File: src/rtl/fifo_sync_param.sv
// Parametrised single-clock FIFO with standard or first-word-fall-through read,
// occupancy count, almost-full/almost-empty thresholds, synchronous flush and error pulses.
module fifo_sync_param #(
    parameter int DEPTH     = 16,
    parameter int WIDTH     = 8,
    parameter int FWFT      = 0,
    parameter int AFULL_TH  = DEPTH - 2,
    parameter int AEMPTY_TH = 2
) (
    input  logic                     CLK,
    input  logic                     RST,
    input  logic                     CLR,
    input  logic                     W_EN,
    input  logic [WIDTH-1:0]         W_DI,
    input  logic                     REN,
    output logic [WIDTH-1:0]         R_DO,
    output logic                     R_VALID,
    output logic                     FULL,
    output logic                     EMPTY,
    output logic                     AFULL,
    output logic                     AEMPTY,
    output logic [$clog2(DEPTH):0]   COUNT,
    output logic                     OVF,
    output logic                     UDF
);

    localparam int AW = $clog2(DEPTH);
    localparam int CW = AW + 1;
    localparam logic [CW-1:0] FULL_C   = CW'(DEPTH);
    localparam logic [CW-1:0] AFULL_C  = CW'(AFULL_TH);
    localparam logic [CW-1:0] AEMPTY_C = CW'(AEMPTY_TH);

    logic [WIDTH-1:0] mem_q [DEPTH];
    logic [AW-1:0]    wptr_q, wptr_d;
    logic [AW-1:0]    rptr_q, rptr_d;
    logic [CW-1:0]    count_q, count_d;
    logic             ovf_q, ovf_d;
    logic             udf_q, udf_d;
    logic             wr_ok, rd_ok;

    assign FULL   = (count_q == FULL_C);
    assign EMPTY  = (count_q == '0);
    assign AFULL  = (count_q >= AFULL_C);
    assign AEMPTY = (count_q <= AEMPTY_C);
    assign COUNT  = count_q;
    assign OVF    = ovf_q;
    assign UDF    = udf_q;

    assign wr_ok = W_EN & ~FULL & ~CLR;
    assign rd_ok = REN & ~EMPTY & ~CLR;

    always_comb begin
        wptr_d  = wptr_q;
        rptr_d  = rptr_q;
        count_d = count_q;
        ovf_d   = W_EN & FULL & ~CLR;
        udf_d   = REN & EMPTY & ~CLR;
        if (CLR) begin
            wptr_d  = '0;
            rptr_d  = '0;
            count_d = '0;
        end else begin
            if (wr_ok) wptr_d = wptr_q + 1'b1;
            if (rd_ok) rptr_d = rptr_q + 1'b1;
            case ({wr_ok, rd_ok})
                2'b10:   count_d = count_q + 1'b1;
                2'b01:   count_d = count_q - 1'b1;
                default: count_d = count_q;
            endcase
        end
    end

    always_ff @(posedge CLK or posedge RST) begin
        if (RST) begin
            wptr_q  <= '0;
            rptr_q  <= '0;
            count_q <= '0;
            ovf_q   <= 1'b0;
            udf_q   <= 1'b0;
        end else begin
            wptr_q  <= wptr_d;
            rptr_q  <= rptr_d;
            count_q <= count_d;
            ovf_q   <= ovf_d;
            udf_q   <= udf_d;
        end
    end

    // Storage has no reset; gating with RST keeps a write coinciding with reset out of the array.
    always_ff @(posedge CLK) begin
        if (wr_ok && !RST) mem_q[wptr_q] <= W_DI;
    end

    generate
        if (FWFT != 0) begin : g_fwft
            assign R_DO    = EMPTY ? '0 : mem_q[rptr_q];
            assign R_VALID = ~EMPTY;
        end else begin : g_std
            logic [WIDTH-1:0] rdata_q;
            logic             rvalid_q;

            always_ff @(posedge CLK or posedge RST) begin
                if (RST) begin
                    rdata_q  <= '0;
                    rvalid_q <= 1'b0;
                end else begin
                    rvalid_q <= rd_ok;
                    if (rd_ok) rdata_q <= mem_q[rptr_q];
                end
            end

            assign R_DO    = rdata_q;
            assign R_VALID = rvalid_q;
        end
    endgenerate

endmodule

File: config.mk
export PLATFORM = sky130hd
export DESIGN_NAME = fifo_sync_param
export DESIGN_NICKNAME = d
export VERILOG_FILES = /design/src/rtl/fifo_sync_param.sv
export SDC_FILE = /design/constraint.sdc
export NUM_CORES = 1
export LEC_CHECK = 0
export BUFFER_PORTS_ARGS = -buffer_cell sky130_fd_sc_hd__buf_2
export CAP_MARGIN = 15
export CORE_AREA = 3 3 122 124
export DETAILED_ROUTE_END_ITERATION = 10
export DIE_AREA = 0 0 125 127
export PLACE_DENSITY_LB_ADDON = 0.2
export SETUP_SLACK_MARGIN = 0.1
export SYNTH_ARGS = -nofsm -noshare
export SYNTH_HDL_FRONTEND = slang
export SYNTH_SLANG_ARGS = --single-unit
export TNS_END_PERCENT = 100
File: constraint.sdc
create_clock -name CLK -period 3.65 [get_ports CLK]
set_input_delay 1.095 -clock CLK [delete_from_list [all_inputs] [get_ports CLK]]
set_output_delay 1.095 -clock CLK [all_outputs]
set_load 0.005 [all_outputs]
* After elaboration in Yosys (flattened, before gate mapping)
Memory sizes are Yosys's and may differ from the RTL's. A register that Yosys moved wholly into a read port is not among the register bits.
Index checks and enable logic that the tools add are counted.
** Word-level totals
- Output and inout port bits :: 20
- RAM bits :: 128
- Flip-flop bits (word level) :: 16
- Memories :: 1
** Operators by class
- Reduce and logical (&&, ||, !) cells :: 6
- Bitwise logic cells :: 11
- Mux-type cells :: 8
- $lt $le $gt $ge :: 2
- Equality and inequality tests :: 3
- Add/subtract/negate cells :: 4
** Memory list
- mem_q :: depth 16, width 8, rd ports 1, clocked after Yosys merged registers in 1, wr ports 1, line 33 : logic [WIDTH-1:0] mem_q [DEPTH];
** Operators with widths (number)
- 2-to-1 mux 4 bit :: 4
- case mux 5 bit (2 select lines) :: 1
- adder 4 x 1 -> 4 bit, second input constant :: 2
- bitwise AND 1 bit :: 8
- adder 5 x 1 -> 5 bit, second input constant :: 1
- == test 5 bit, second input constant :: 1
- greater-or-equal comparator 5 x 4 -> 1 bit, second input constant :: 1
- less-or-equal comparator 5 x 2 -> 1 bit, second input constant :: 1
- logical NOT 5 bit :: 1
- 2-to-1 mux 5 bit :: 1
- subtractor 5 x 1 -> 5 bit, second input constant :: 1
- nonzero test 2 bit :: 2
- inverter 1 bit :: 3
- nonzero test 3 bit :: 1
- == test 2 x 1 -> 1 bit, second input constant :: 1
- == test 2 bit, second input constant :: 1
- 2-to-1 mux 1 bit :: 2
- logical AND 1 bit :: 1
- logical NOT 1 bit :: 1

* Depth between registers and ports, before layout
Gate-level depths: netlist of the first run.
- Depth in word-level cells :: 7
- Depth in mapped cells :: 11

* Worst setup path after synthesis of the first run
OpenSTA, ideal clock, no wires.
- Kind :: input-to-reg
- Start :: input RST
- End :: memory mem_q[3][0], enable pin
- Required time :: 3.267 ns
- Arrival :: 2.646 ns
- Slack :: 0.620 ns
- Buffers on the path :: 0
- Library setup time :: 0.383 ns
- Stages on the path :: 4
- Cells stage by stage :: inv_1 and3_1 nand2_1 nor3_1
** Between the ends
- Word-level cells in the longest chain between the ends :: 4
** RTL lines
- start, declared :: line 11 : input logic RST,
- logical NOT 1 bit (no line)
- logical AND 1 bit :: line 91 : if (wr_ok && !RST) mem_q[wptr_q] <= W_DI;
- 2-to-1 mux 1 bit :: line 91
- 2-to-1 mux 1 bit (not written as such) :: line 91
- end, declared :: line 33
Every way passes these cells.

* Worst setup path in the final report of the first run
- Start :: input CLR
- End :: register count_q[2] (netlist: COUNT[2])
** Between the ends
- Word-level cells in the longest chain between the ends :: 5
** RTL lines
- start, declared :: line 12 : input logic CLR,
- inverter 1 bit :: line 49, 50
- bitwise AND 1 bit (on tied branches) :: line 50, 49
- == test 2 x 1 -> 1 bit or == test 2 bit (tied branches) :: line 65 : case ({wr_ok, rd_ok})
- case mux 5 bit (2 select lines) :: line 65
- 2-to-1 mux 5 bit :: line 58 : if (CLR) begin
- end signal, assigned :: line 83 : count_q <= count_d;
- end, declared :: line 36 : logic [CW-1:0] count_q, count_d;
Parallel ways exist; a longest one is shown, timed or not.
A chain may end at the register's enable or synchronous reset.

==> results.toml, run 1 <==
[status]
outcome = "finished, final reports clean"

[routing]
ant_nets = 0
wl_per_cell_um = 20.7
drt-pass1-iter-count = 4
num_vias = 3195
viasPerCell = 5.40
drc = 0
drt_iter0_drc = 210
wl_um = 12300

[floorplanning]
boundaryPins = 33
start_util = 0.445
die_width_um = 125
die_y_um = 127
core_um2 = 13900
die-area_um2 = 15900
fp-row-count = 43

[yosys]
synth_top_area_share = 0.622
synth_seq_area_share = 0.720
avgSynthCellArea_um2 = 18.0
synth_largest_area_cell = "edfxtp_1"
ys_types = 40
synth_fp_nets = 364
syn_area_um2 = 6180
ys_warn_count = 0
synth-seq-cells = 152
netlist_instances = 344
synthTopCellsByArea = "edfxtp_1, mux4_2, dfrtp_1, mux2i_1, nor2_1"

[layout]
final_util = 0.518
final_layout_size_suffix_gt1_frac = 0.282
stdcell_count = 592
design_area_um2 = 7200
final_nets = 419
diodes = 0
seq_area_um2 = 4450
area.growth.synth_to_final_pct = 16.5
multi_input_area_um2 = 1620
nFillCells = 1124

[placed_design]
routabilityCongestion = 0.833
place_hpwl_um = 7800
port_buffers = 32
dpl-instance-area_um2 = 6630
dp_cells = 560

[clocking]
cts_setup_buffers = 0
ctsRootBufferMaster = "clkbuf_16"
clk_path_buf_depth = 2
clk_pin_slew_worst_paths_ns = 0.06
postCtsHoldBufs = 0
h-tree-depth = 4
clock_latency_ns = 0.42
tritoncts = "built"
post_cts_resized = 0
cts_buffers = 17
numClockSinks = 152

[worst_setup_path]
worst_setup_path_start_kind = "primary input"
crit_chain = "buf_2, nand2b_1, a21o_1, nor2_1, xor2_1, ha_1, or4_1, and2_0, a221o_1"
critPathBufInv = 1
regToRegStartpoint = "COUNT[1]"
cp_data_required_time_ns = 3.95
crit_path_max_fanout = 7
cpMaxStageDelayCell = "or4_1"
startpoint = "CLR"
critPathKind = "in -> reg"
endpoint_kind = "flop"
crit_path_max_incr_delay_ns = 0.54
crit_family = "simple AND/OR/NAND/NOR gates"
worst_ep_arrival_time_ns = 3.11

[min_path]
hold_class = "reg -> reg"
hold_start = "R_DO[0]"

[global_route]
grt_first_pass_wirelength_um = 19500
grt_pass1_vias = 3312
grt_max_degree = 36
antenna_found_initial = 0
overflow = 0
grt_usage = 0.167

[timing]
relSlewSlack = 0.264
period_share = 0.768
clock.fmax_mhz = 357
fin_skew_ns = 0.00534
timing.hold.ws_ns = 0.571
period_needed_ns = 2.80
worst_pin_slew_ns = 1.10
drv_slew = 0
finalSetupTns_ns = 0
hold_viol_final = 0
rsz0062_at_grt = "false"
setup_viol = 0

[power_and_ir_drop]
p_leak_nw = 2.47
p_sw_mw = 1.17
powerDensity_nw_per_um2 = 627
internal-power_mw = 3.34
p_comb_frac = 0.169
p_sw_frac = 0.260
max-vdd-ir-drop_uv = 355
clkPwrFrac = 0.369
seqPwrFrac = 0.462

[flow_run]
cap_viol_max_count = 0
==> worst min-delay path, stage by stage (launching register included) <==
cell and delay, ns:
dfrtp_1 0.37, nor2_1 0.10, a221oi_1 0.05
==> cells in the mapped netlist <==
master,n
o22a_1,1
nor2_1,34
inv_1,6
a221oi_1,8
mux2i_1,16
mux2_2,1
nand4_1,1
a221o_1,1
nor3_1,7
nor4_1,1
xor2_1,7
o31ai_1,1
a21oi_1,3
and2_1,2
nor2b_1,1
o31a_1,1
and2_0,1
and3_1,4
nand3_1,4
o21ai_0,5
inv_2,1
or4_1,2
clkbuf_1,6
xnor2_1,2
buf_4,2
o311ai_1,1
edfxtp_1,128
a2111oi_2,1
nor4_4,1
buf_2,6
nand2_1,16
a21boi_1,1
a21o_1,2
buf_1,2
mux4_2,32
ha_1,7
dfrtp_1,24
a2111oi_0,1
buf_6,1
nand2b_1,3
==> metal layers <==
metal / track usage / vias to the layer above / routed length [um]
met3: 0.0393 / 19 / 604
li1: - / 1469 / -
met4: 0.0670 / 0 / 223
met2: 0.262 / 75 / 5900
met1: 0.228 / 1632 / 5520
met5: 0 / - / 0
==> cell type report <==
class,instances,area share
Clock buffer,19,0.0602
Sequential cell,152,0.618
Inverter,7,0.00365
Multi-Input combinational cell,168,0.225
Tap cell,180,0.0313
Clock inverter,13,0.0179
Timing Repair Buffer,53,0.0442
==> cell usage in the layout, fill, tap and decap left out, types with 2 or more instances in the layout <==
master and instances:
and2_1 2, and3_1 4, clkbuf_16 17, xnor2_1 2, clkinvlp_4 3, edfxtp_1 128, buf_2 32, inv_6 2
inv_1 6, clkbuf_1 2, nand3_1 4, nor3_1 7, xor2_1 7, mux2i_1 16, dfrtp_1 23, buf_4 21
a21o_1 2, a221oi_1 8, clkinv_1 4, a21oi_1 3, mux4_2 32, nor2_1 34, ha_1 7, nand2_1 16
bufinv_16 2, nand2b_1 3, o21ai_0 5, or4_1 2
==> cells by family (layout without fill, tap and decap cells) <==
logic type | after synthesis | after routing | share of synthesized area
AOI/OAI and AO/OA | 26 | 26 | 0.0324
xor gates and xnor gates | 9 | 9 | 0.0128
adders and majority gates | 7 | 7 | 0.0142
buffers and inverters | 24 | 92 | 0.0182
DFF | 152 | 152 | 0.720
muxes | 49 | 49 | 0.144
and+or+nand+nor | 77 | 77 | 0.0583
==> final timing paths <==
kind                             end  depth (start not counted)  slack [ns]
min reg2reg                  R_DO[0]                          2        0.57
min                          R_DO[0]                          2        0.57
max reg2reg                 COUNT[2]                          8        1.01
max in group asynchronous  rptr_q[0]                          3        2.56
max                         COUNT[2]                          9        0.85
min in group asynchronous    R_DO[3]                          3        0.82
==> metrics by stage <==
stage	total power, mW	setup WS, ns
2_1_floorplan	2.62	0.620
3_3_place_gp	2.88	0.469
3_5_place_dp	2.89	0.410
4_1_cts	4.56	0.855
5_1_grt	4.72	0.707
6_report	4.51	0.846
==> state kept, by name (all words and copies together), names as in the netlist <==
signal	flops
OVF	1
mem_q	128
UDF	1
wptr_q	4
rptr_q	4
R_DO	8
R_VALID	1
COUNT	5
==> power groups by stage <==
stage	sequential [mW]	combinational (mW)	clock, mW
detailed placement	2.12	0.774	0
finish	2.08	0.762	1.66
global placement	2.11	0.765	0
floorplan	2.09	0.531	0
CTS	2.08	0.778	1.70
global route	2.10	0.852	1.77
No activity file was read; power rests on OpenSTA's default activity.
==> inputs of run 2 (changes only) <==
Clock period 3.65 ns to 2.6 ns, I/O delays scaled along.
==> results.toml, run 2 (synthesis results as in run 1) <==
[status]
outcome = "finished, final reports clean"

[power_and_ir_drop]
internal-power_mw = 4.72
p_leak_nw = 2.57
seqPwrFrac = 0.454
clkPwrFrac = 0.362
p_sw_frac = 0.266
max-vdd-ir-drop_uv = 417
p_sw_mw = 1.71
p_comb_frac = 0.183
powerDensity_nw_per_um2 = 875
totalPowerFinal_mw = 6.44

[worst_setup_path]
worst_ep_arrival_time_ns = 1.60
endpoint_kind = "primary output"
cp_data_required_time_ns = 1.82
critPathKind = "reg -> out"
crit_path_max_fanout = 8
worst_setup_path_start_kind = "flop"

[clocking]
postCtsHoldBufs = 0
clk_pin_slew_worst_paths_ns = 0.06
numClockSinks = 152
ctsRootBufferMaster = "clkbuf_16"
cts_buffers = 17
clk_path_buf_depth = 2
h-tree-depth = 4
clock_latency_ns = 0.42
tritoncts = "built"

[floorplanning]
die-area_um2 = 15900
fp-row-count = 43
die_width_um = 125
die_y_um = 127
start_util = 0.445
boundaryPins = 33
core_um2 = 13900

[routing]
wl_um = 12400
viasPerCell = 5.51
ant_nets = 0
drt_iter0_drc = 192
drt-pass1-iter-count = 4
wl_per_cell_um = 20.5
drc = 0
num_vias = 3328

[global_route]
grt_max_degree = 36
grt_usage = 0.169
overflow = 0
grt_pass1_vias = 3492
grt_first_pass_wirelength_um = 19800
antenna_found_initial = 0

[flow_run]
cap_viol_max_count = 0

[layout]
final_layout_size_suffix_gt1_frac = 0.337
nFillCells = 1113
top_register = "mem_q"
final_common_cell = "edfxtp_1"
largest_reg_flops = 128
final_cell_mix = "edfxtp_1, nor2_1, mux4_2, buf_2, buf_4"
final_nets = 431
design_area_um2 = 7360
diodes = 0
final_util = 0.530
area.growth.synth_to_final_pct = 19.1

[timing]
relSlewSlack = 0.729
fin_skew_ns = 0.0152
rsz0062_at_grt = "false"
drv_slew = 0
finalSetupTns_ns = 0
hold_viol_final = 0
period_share = 0.915
period_needed_ns = 2.38
worst_pin_slew_ns = 0.406
clock.fmax_mhz = 420
setup_viol = 0

[placed_design]
dpl-instance-area_um2 = 6780
port_buffers = 32
routabilityCongestion = 0.783
place_hpwl_um = 7870

[min_path]
hold_class = "in -> async"
==> run 2: cell count changes in the layout (fill, tap and decap cells not counted), sizes merged <==
| cell | delta |
|---|---|
| buf | +12 |
| bufinv | -1 |
| clkbuf | +1 |
| clkinv | -3 |
| inv | +3 |
==> run 2: critical path, cell delays in order (launching register included) <==
cell and delay, ns:
dfrtp_1 0.49, nor4_4 0.38, and2_1 0.20, buf_2 0.12
==> run 2: final cells by class <==
cell class                 count  area, um2  share of cell area
inverter                       7       26.3             0.00357
clock inverter                12        118              0.0160
tap                          180        225              0.0306
timing repair buffer          65        420              0.0571
multi-input combinational    168       1680               0.228
clock buffer                  20        447              0.0607
sequential                   152       4450               0.604
==> run 2: stage by stage <==
step / cells / setup slack (ns) / hold WS, ns
2_1_floorplan: 344 / 0.0990 / 0.543
3_3_place_gp: 571 / 0.0417 / 0.562
3_5_place_dp: 571 / 0.0300 / 0.576
4_1_cts: 603 / 0.176 / 0.514
5_1_grt: 604 / 0.120 / 0.527
6_report: 604 / 0.222 / 0.521
==> run 2: worst paths after layout <==
check | from | end | slack [ns] | cells after the start
worst max register to register | COUNT[2] | COUNT[2] | 0.26 | 8
worst min-delay path | RST | R_DO[5] | 0.52 | 3
worst max-delay path | COUNT[2] | FULL | 0.22 | 3
max in group asynchronous | RST | rptr_q[0] | 1.80 | 3
worst min register to register | R_DO[4] | R_DO[4] | 0.58 | 2
min in group CLK | R_DO[4] | R_DO[4] | 0.58 | 2
==> run 2: metal layers <==
metal,global-route usage,part of all wire,vias up
met2,0.270,0.49,83
li1,-,-,1494
met3,0.0376,0.040,15
met4,0.0753,0.019,0
met1,0.224,0.45,1736
met5,0,0,-
==> run 2: power by group through the flow <==
stage          sequential (mW)  combinational (mW)  clock (mW)
3_5_place_dp              2.97                1.18           0
5_1_grt                   2.94                1.32        2.49
6_report                  2.92                1.18        2.33
2_1_floorplan             2.94               0.772           0
3_3_place_gp              2.96                1.17           0
4_1_cts                   2.92                1.18        2.38
==> run 2: timing repair <==
item                                    4_1_cts  5_1_grt
gates resized for setup                       0        1
endpoints found under the setup margin        0        2
setup buffers                                 0        1
